File: config.mk
export PLATFORM = sky130hd
export DESIGN_NAME = melody_sequencer_flat
export DESIGN_NICKNAME = d
export VERILOG_FILES = /design/src/rtl/melody_sequencer_pkg.sv /design/src/rtl/melody_sequencer_if.sv /design/src/rtl/melody_rom.sv /design/src/rtl/melody_sequencer.sv /design/src/flat_wrapper.sv
export SDC_FILE = /design/constraint.sdc
export NUM_CORES = 1
export LEC_CHECK = 0
export CAP_MARGIN = 10
export CORE_MARGIN = 5
export CORE_UTILIZATION = 53
export CTS_CLUSTER_SIZE = 16
export DETAILED_ROUTE_END_ITERATION = 8
export PLACE_DENSITY = 0.77
export SETUP_SLACK_MARGIN = 0.05
export SLEW_MARGIN = 20
export SYNTH_ARGS = -nofsm -noshare
export SYNTH_HDL_FRONTEND = slang
export SYNTH_SLANG_ARGS = --single-unit
File: constraint.sdc
create_clock -name clk -period 3.6 [get_ports clk]
set_input_delay 0.36 -clock clk [delete_from_list [all_inputs] [get_ports clk]]
set_output_delay 0.36 -clock clk [all_outputs]
set_load 0.01 [all_outputs]
File: src/rtl/melody_sequencer_pkg.sv
// Shared definitions for the piezo melody sequencer: tone count, note and
// duration codes, ROM entry layout, FSM state encoding and the note decoder.
package melody_sequencer_pkg;

  localparam int NUM_TONES = 13;
  localparam int NOTE_W    = 4;
  localparam int DUR_W     = 3;
  localparam int ENTRY_W   = NOTE_W + DUR_W;

  // Chromatic C4..C5 map onto play_sound bits 0..12; 0, 14 and 15 are silent.
  localparam logic [NOTE_W-1:0] NOTE_REST = 4'd0;
  localparam logic [NOTE_W-1:0] NOTE_C4   = 4'd1;
  localparam logic [NOTE_W-1:0] NOTE_CS4  = 4'd2;
  localparam logic [NOTE_W-1:0] NOTE_D4   = 4'd3;
  localparam logic [NOTE_W-1:0] NOTE_DS4  = 4'd4;
  localparam logic [NOTE_W-1:0] NOTE_E4   = 4'd5;
  localparam logic [NOTE_W-1:0] NOTE_F4   = 4'd6;
  localparam logic [NOTE_W-1:0] NOTE_FS4  = 4'd7;
  localparam logic [NOTE_W-1:0] NOTE_G4   = 4'd8;
  localparam logic [NOTE_W-1:0] NOTE_GS4  = 4'd9;
  localparam logic [NOTE_W-1:0] NOTE_A4   = 4'd10;
  localparam logic [NOTE_W-1:0] NOTE_AS4  = 4'd11;
  localparam logic [NOTE_W-1:0] NOTE_B4   = 4'd12;
  localparam logic [NOTE_W-1:0] NOTE_C5   = 4'd13;
  localparam logic [NOTE_W-1:0] NOTE_MUTE = 4'd14;

  localparam logic [DUR_W-1:0] DUR_END = 3'd0;

  typedef struct packed {
    logic [NOTE_W-1:0] note;
    logic [DUR_W-1:0]  dur;
  } entry_t;

  typedef enum logic [1:0] {
    ST_IDLE  = 2'd0,
    ST_FETCH = 2'd1,
    ST_NOTE  = 2'd2,
    ST_GAP   = 2'd3
  } state_t;

  function automatic entry_t mk_entry(input logic [NOTE_W-1:0] note,
                                      input logic [DUR_W-1:0] dur);
    entry_t e;
    e.note = note;
    e.dur  = dur;
    return e;
  endfunction

  // Codes outside 1..13 decode to silence.
  function automatic logic [NUM_TONES-1:0] note_to_onehot(input logic [NOTE_W-1:0] note);
    logic [NUM_TONES-1:0] oh;
    oh = '0;
    for (int i = 0; i < NUM_TONES; i++) begin
      oh[i] = (int'(note) == i + 1);
    end
    return oh;
  endfunction

endpackage

File: src/rtl/melody_sequencer_if.sv
// Control/status bundle between a tune requester and melody_sequencer.
//   start, stop, loop_en : requester -> sequencer
//   play_sound           : one-hot tone enable (all-zero = silence)
//   busy, done, step_idx : sequencer status
interface melody_sequencer_if #(
  parameter int ADDR_W = 5
);
  logic                                        start;
  logic                                        stop;
  logic                                        loop_en;
  logic [melody_sequencer_pkg::NUM_TONES-1:0]  play_sound;
  logic                                        busy;
  logic                                        done;
  logic [ADDR_W-1:0]                           step_idx;

  modport master (
    output start, stop, loop_en,
    input  play_sound, busy, done, step_idx
  );

  modport slave (
    input  start, stop, loop_en,
    output play_sound, busy, done, step_idx
  );
endinterface

File: src/rtl/melody_rom.sv
// Combinational tune ROM. addr -> {note, dur} entry.
// SONG_SEL 0 = nap-alarm tune, 1 = short bring-up tune, 2 = two-step tune
// with a muted note and no end marker (exercises wrap-around).
// Addresses past the listed entries read back as end-of-song.
module melody_rom
  import melody_sequencer_pkg::*;
#(
  parameter int ADDR_W   = 5,
  parameter int SONG_SEL = 0
) (
  input  logic [ADDR_W-1:0] addr,
  output entry_t            entry
);

  int unsigned a;

  always_comb begin
    a     = 32'(addr);
    entry = mk_entry(NOTE_REST, DUR_END);
    if (SONG_SEL == 1) begin
      case (a)
        0:       entry = mk_entry(NOTE_C4, 3'd1);
        1:       entry = mk_entry(NOTE_E4, 3'd2);
        2:       entry = mk_entry(NOTE_E4, 3'd1);
        default: entry = mk_entry(NOTE_REST, DUR_END);
      endcase
    end else if (SONG_SEL == 2) begin
      case (a)
        0:       entry = mk_entry(NOTE_MUTE, 3'd1);
        1:       entry = mk_entry(NOTE_C4, 3'd1);
        default: entry = mk_entry(NOTE_REST, DUR_END);
      endcase
    end else begin
      case (a)
        0:       entry = mk_entry(NOTE_C4,   3'd1);
        1:       entry = mk_entry(NOTE_E4,   3'd1);
        2:       entry = mk_entry(NOTE_G4,   3'd1);
        3:       entry = mk_entry(NOTE_C5,   3'd2);
        4:       entry = mk_entry(NOTE_REST, 3'd1);
        5:       entry = mk_entry(NOTE_C5,   3'd1);
        6:       entry = mk_entry(NOTE_G4,   3'd1);
        7:       entry = mk_entry(NOTE_E4,   3'd1);
        8:       entry = mk_entry(NOTE_C4,   3'd2);
        9:       entry = mk_entry(NOTE_REST, 3'd1);
        10:      entry = mk_entry(NOTE_E4,   3'd1);
        11:      entry = mk_entry(NOTE_G4,   3'd1);
        12:      entry = mk_entry(NOTE_A4,   3'd1);
        13:      entry = mk_entry(NOTE_G4,   3'd2);
        14:      entry = mk_entry(NOTE_E4,   3'd1);
        15:      entry = mk_entry(NOTE_C4,   3'd1);
        16:      entry = mk_entry(NOTE_D4,   3'd2);
        17:      entry = mk_entry(NOTE_REST, 3'd1);
        18:      entry = mk_entry(NOTE_C4,   3'd1);
        19:      entry = mk_entry(NOTE_E4,   3'd1);
        20:      entry = mk_entry(NOTE_G4,   3'd1);
        21:      entry = mk_entry(NOTE_C5,   3'd3);
        22:      entry = mk_entry(NOTE_REST, 3'd2);
        default: entry = mk_entry(NOTE_REST, DUR_END);
      endcase
    end
  end

endmodule

File: src/rtl/melody_sequencer.sv
// Plays a ROM melody on the 13-tone piezo block.
//   clk, rst   : clock, synchronous active-high reset
//   bus.slave  : start/stop/loop_en in; play_sound/busy/done/step_idx out
// Each step: one FETCH cycle, dur*TICKS_PER_BEAT-GAP_TICKS cycles of tone,
// GAP_TICKS cycles of silence.
module melody_sequencer
  import melody_sequencer_pkg::*;
#(
  parameter int TICKS_PER_BEAT = 250000,
  parameter int GAP_TICKS      = 10000,
  parameter int SONG_LEN       = 32,
  parameter int ADDR_W         = 5,
  parameter int SONG_SEL       = 0
) (
  input  logic               clk,
  input  logic               rst,
  melody_sequencer_if.slave  bus
);

  localparam int                CNT_W     = $clog2(7 * TICKS_PER_BEAT + 1);
  localparam logic [ADDR_W-1:0] LAST_STEP = ADDR_W'(SONG_LEN - 1);

  state_t                 state_q, state_d;
  logic [NUM_TONES-1:0]   play_sound_q, play_sound_d;
  logic [CNT_W-1:0]       tick_cnt_q, tick_cnt_d;
  logic [ADDR_W-1:0]      step_idx_q, step_idx_d;
  // Set when the last ROM slot has been played; the following FETCH is then
  // an end-of-song regardless of what the ROM holds at step_idx.
  logic                   at_end_q, at_end_d;
  logic                   done_c;
  logic                   is_end;
  entry_t                 rom_entry;

  melody_rom #(
    .ADDR_W   (ADDR_W),
    .SONG_SEL (SONG_SEL)
  ) u_rom (
    .addr  (step_idx_q),
    .entry (rom_entry)
  );

  always_ff @(posedge clk) begin
    if (rst) begin
      state_q      <= ST_IDLE;
      play_sound_q <= '0;
      tick_cnt_q   <= '0;
      step_idx_q   <= '0;
      at_end_q     <= 1'b0;
    end else begin
      state_q      <= state_d;
      play_sound_q <= play_sound_d;
      tick_cnt_q   <= tick_cnt_d;
      step_idx_q   <= step_idx_d;
      at_end_q     <= at_end_d;
    end
  end

  always_comb begin
    state_d      = state_q;
    play_sound_d = play_sound_q;
    tick_cnt_d   = tick_cnt_q;
    step_idx_d   = step_idx_q;
    at_end_d     = at_end_q;
    done_c       = 1'b0;
    is_end       = at_end_q || (rom_entry.dur == DUR_END);

    if (bus.stop) begin
      state_d      = ST_IDLE;
      play_sound_d = '0;
      tick_cnt_d   = '0;
      step_idx_d   = '0;
      at_end_d     = 1'b0;
    end else begin
      case (state_q)
        ST_IDLE: begin
          play_sound_d = '0;
          step_idx_d   = '0;
          at_end_d     = 1'b0;
          if (bus.start) state_d = ST_FETCH;
        end
        ST_FETCH: begin
          if (!is_end) begin
            state_d      = ST_NOTE;
            play_sound_d = note_to_onehot(rom_entry.note);
            // Counts down to zero, so load one less than the tone length.
            tick_cnt_d   = CNT_W'(int'(rom_entry.dur) * TICKS_PER_BEAT - GAP_TICKS - 1);
          end else if (bus.loop_en) begin
            step_idx_d = '0;
            at_end_d   = 1'b0;
          end else begin
            done_c     = 1'b1;
            state_d    = ST_IDLE;
            step_idx_d = '0;
            at_end_d   = 1'b0;
          end
        end
        ST_NOTE: begin
          if (tick_cnt_q == '0) begin
            state_d      = ST_GAP;
            play_sound_d = '0;
            tick_cnt_d   = CNT_W'(GAP_TICKS - 1);
          end else begin
            tick_cnt_d = tick_cnt_q - CNT_W'(1);
          end
        end
        ST_GAP: begin
          if (tick_cnt_q == '0) begin
            state_d = ST_FETCH;
            if (step_idx_q == LAST_STEP) at_end_d = 1'b1;
            else step_idx_d = step_idx_q + ADDR_W'(1);
          end else begin
            tick_cnt_d = tick_cnt_q - CNT_W'(1);
          end
        end
        default: state_d = ST_IDLE;
      endcase
    end
  end

  assign bus.play_sound = play_sound_q;
  assign bus.busy       = (state_q != ST_IDLE);
  assign bus.done       = done_c;
  assign bus.step_idx   = step_idx_q;

endmodule

File: src/flat_wrapper.sv
// flat-port wrapper written by rule: the top's interface ports become plain ports
module melody_sequencer_flat import melody_sequencer_pkg::*;
#(
  parameter int TICKS_PER_BEAT = 250000,
  parameter int GAP_TICKS      = 10000,
  parameter int SONG_LEN       = 32,
  parameter int ADDR_W         = 5,
  parameter int SONG_SEL       = 0
)
  (clk, rst, bus_start, bus_stop, bus_loop_en, bus_play_sound, bus_busy, bus_done, bus_step_idx);
  melody_sequencer_if #(.ADDR_W(ADDR_W)) bus_i ();
  input  logic clk;
  input  logic rst;
  input wire logic [$bits(bus_i.start)-1:0] bus_start;
  input wire logic [$bits(bus_i.stop)-1:0] bus_stop;
  input wire logic [$bits(bus_i.loop_en)-1:0] bus_loop_en;
  output wire logic [$bits(bus_i.play_sound)-1:0] bus_play_sound;
  output wire logic [$bits(bus_i.busy)-1:0] bus_busy;
  output wire logic [$bits(bus_i.done)-1:0] bus_done;
  output wire logic [$bits(bus_i.step_idx)-1:0] bus_step_idx;
  assign bus_i.start = bus_start;
  assign bus_i.stop = bus_stop;
  assign bus_i.loop_en = bus_loop_en;
  assign bus_play_sound = bus_i.play_sound;
  assign bus_busy = bus_i.busy;
  assign bus_done = bus_i.done;
  assign bus_step_idx = bus_i.step_idx;
  melody_sequencer #(.TICKS_PER_BEAT(TICKS_PER_BEAT), .GAP_TICKS(GAP_TICKS), .SONG_LEN(SONG_LEN), .ADDR_W(ADDR_W), .SONG_SEL(SONG_SEL)) u_core (.clk(clk), .rst(rst), .bus(bus_i));
endmodule
==> summary.md <==
| Metric | Value |
|---|---|
| HPWL after DPL | 5320 um |
| DR WL/cell | 15.6 um |
| Root Driver | clkbuf_8 |
| Non-filler cells in the finished layout | 463 |
| Initial core utilization | 0.539 |
| Placed cells | 455 |
| Syn_area_per_cell | 8.02 um^2 |
| Mapped Cells | 366 |
| Die area | 0.00712 mm^2 |
| Fin nets | 413 |
| Register area share after synthesis | 0.328 |
| Logic pwr share | 0.156 |
| Setup TNS Final | 0 ns |
| Synth async-reset ratio | 0 |
| Sw Ratio | 0.286 |
| Antenna Cells | 0 |
| Share of cells above drive strength 1 | 0.0972 |
| Antenna-violating nets left | 0 |
| Switching Power | 0.000295 W |
| RSZ-0062 raised after global routing | true |
| DP Area | 0.00327 mm^2 |
| Final setup fails | 0 |
| Top_reg_cell synth | dfxtp_1 |
| Overall global routing resource usage | 0.211 |
| Initial antenna violation count | 0 |
| Total Routed Length | 7220 um |
| DRT iter0 DRCs | 223 |
| Transition time at the pin with the least slew margin | 0.738 ns |
| Vias post-DR | 2,869 |
| WP buf/inv | 0 |
| Synth Register Bits | 48 |
| Post-synthesis cell type count | 63 |
| Final Hold Vio Count | 0 |
| WS Path Type | flip-flop to flip-flop |
| WHS | 0.452 ns |
| Warnings, synthesis | 0 |
| Arrival time worst endpoint | 3.61 ns |
| Syn Nets | 389 |
| CTS clk-pin slew, worst paths | 0.09 ns |
| Worst IR Drop VDD | 0.161 mV |
| Area of the multi-input gates | 0.00187 mm^2 |
| Synth area leader | dfxtp_1 |
| Number of global-route vias before repair | 2,668 |
| H-tree depth | 2 |
| # clock sinks | 48 |
| Worst r2r src | u_core.bus.step_idx[0] |
| Reg area | 961 um^2 |
| Via density per instance | 6.20 |
| Post-synth EDFFs | 0 |
| Clock Path Buffers | 2 |
| GPL Wtd Cong | 0.886 |
| Filler cells | 486 |
| Final period util | 0.943 |
| Max Clk Rate | 295 MHz |
| Sequential Power Share | 0.530 |
| Fin Clk Skew | 0.00642 ns |
| Worst endpoint required time | 3.81 ns |
| Run status | finished clean |
| DRC Markers | 0 |
| Mapped cell area | 0.00293 mm^2 |
| Port Buffers | 24 |
| Largest net degree at the start of global routing | 34 |
| DIE WIDTH | 84.4 um |
| 1st-pass router iterations | 4 |
| Critical Path End Type | flip-flop |
| CP dominant cell by count | ha_1 |
| Fin crit period | 3.39 ns |
| Largest fanout on the critical path | 11 |
| Area contributors post-synth | dfxtp_1 33%, ha_1 7.7%, a21oi_1 5.6% |
| P_leak | 1.25 nW |
| GRT overflow | 0 |
| # rows | 27 |
| Min-delay worst type | flip-flop to flip-flop |
| Die Span Y | 84.4 um |
| Boundary pin count | 25 |
| First-pass GRT wire length | 12,600 um |
| Share of the synthesized area in the top cell type | 0.328 |
| Rel. slew slack | 0.508 |
| Slowest CP cell | or4b_4 |
| CTS buffer count | 5 |
| Skew-Pair Late Insertion Delay | 0.31 ns |
| Max Cap Viol | 0 |
| Area growth, synth to finish | 14.9% |
| Startpoint Class | flip-flop |
| Critical-path cell list | ha_1 > and3_1 > ha_1 > nor2b_1 > or4b_4 > or4_4 > a21oi_4 > or2b_1 > a211o_1 > o211ai_1 |
| Setup Buffers After CTS | 0 |
| Max-slew violation count | 0 |
| Worst path max stage delay | 0.52 ns |
| PwrDens | 305 mW/mm^2 |
| Power share of the clock group | 0.314 |
| Delay-heaviest family, CP | simple AND/OR/NAND/NOR gates |
| CTS tree | done |
| Fin area | 0.00337 mm^2 |
| CP Launch Point | u_core.bus.step_idx[0] |
| Core area | 0.00544 mm^2 |
| Hold Crit Start | u_core.bus.play_sound[5] |
| Total internal power | 0.000734 W |
synthesized netlist by cell type, drive strengths merged, types with 3 or more instances:
library cell / instances
o32ai: 3
mux2i: 3
o22ai: 5
a21oi: 34
or4: 7
a21o: 4
o21ai: 20
nand4: 5
clkbuf: 14
buf: 3
nand2b: 8
ha: 18
nor2: 35
nor2b: 3
nor4: 4
nand3b: 3
nor3: 11
o211ai: 3
or3: 18
a211o: 3
nand2: 34
or2: 4
o31ai: 6
dfxtp: 48
a211oi: 5
a311oi: 3
nand3: 4
inv: 12
o21a: 4
a22oi: 5
sequential cells by signal, indices dropped and copies added, names as in the netlist:
register / cells
u_core.bus.play_sound: 13
u_core.u_rom.entry: 6
u_core.at_end_q: 1
u_core.state_q: 2
u_core.bus.step_idx: 5
u_core.tick_cnt_q: 21
cell families (layout without fill, tap and decap cells):
| group | Yosys count | in the layout | share of synthesized area |
|---|---|---|---|
| adder cells (fa/ha/maj) | 18 | 18 | 0.0768 |
| AND/OR/NAND/NOR | 151 | 151 | 0.275 |
| XOR/XNOR | 3 | 3 | 0.00896 |
| buffers and inverters | 30 | 55 | 0.0414 |
| AO/OA/AOI/OAI | 113 | 113 | 0.260 |
| multiplexers | 3 | 3 | 0.0102 |
| flip-flops | 48 | 48 | 0.328 |
power by group through the flow:
stage               Sequential (W)  Combinational (W)  Clock, W
finish                    0.000546           0.000161  0.000323
global route              0.000547           0.000179  0.000355
CTS                       0.000545           0.000158  0.000328
detailed placement        0.000558           0.000157         0
global placement          0.000557           0.000154         0
floorplan                 0.000556           0.000112         0
worst reg2reg max path, cell delays in order (launching register included):
cell	delay, ns
dfxtp_1	0.37
ha_1	0.24
and3_1	0.19
ha_1	0.26
nor2b_1	0.19
or4b_4	0.52
or4_4	0.52
a21oi_4	0.29
or2b_1	0.31
a211o_1	0.30
o211ai_1	0.12
timing repair:
item                                    CTS  global route
resized for setup                         0             5
hold buffers                              0             0
endpoints found under the setup margin    0             4
layout by cell type, fill, tap and decap left out, types with 5 or more instances in the layout:
cell | Yosys | routed
o21ai_0 | 20 | 20
ha_1 | 18 | 18
clkdlybuf4s50_1 | 0 | 24
nand2_1 | 34 | 34
nand2b_1 | 8 | 8
nor2_1 | 34 | 33
a21oi_1 | 33 | 33
buf_4 | 0 | 10
a211oi_1 | 5 | 5
clkbuf_8 | 0 | 5
nand4_1 | 5 | 5
inv_1 | 12 | 11
dfxtp_1 | 48 | 48
o31ai_1 | 5 | 5
or4_1 | 6 | 6
a22oi_1 | 5 | 5
or3_1 | 18 | 18
o22ai_1 | 5 | 5
nor3_1 | 11 | 11
per-stage QoR:
stage                      util  power [W]  setup WS (ns)
after floorplan               -   0.000668         0.0787
after global placement    0.602   0.000711          0.278
after detailed placement  0.602   0.000715          0.167
after CTS                 0.618    0.00103          0.154
after global routing      0.620    0.00108         0.0218
final                     0.620    0.00103          0.206
path summary, 6_finish.rpt:
path,slack (ns),cells past startpoint,end
worst max-delay path,0.21,10,u_core.u_rom.entry[0]
worst min-delay path,0.45,2,u_core.bus.play_sound[5]
worst max register to register,0.21,10,u_core.u_rom.entry[0]
worst min register to register,0.45,2,u_core.bus.play_sound[5]
cell type report:
class                      instances  area share
multi-input combinational        288       0.554
sequential                        48       0.285
timing repair buffer              34      0.0935
tap                               72      0.0267
clock buffer                       5      0.0204
inverter                          13      0.0145
clock inverter                     3     0.00557
routing by layer:
metal / share of wire / up-vias / GRT usage
li1: - / 1414 / -
met1: 0.48 / 1384 / 0.281
met2: 0.46 / 61 / 0.349
met3: 0.039 / 10 / 0.0373
met4: 0.013 / 0 / 0.0590
met5: 0 / - / 0
Power figures use the tool's default switching activity.
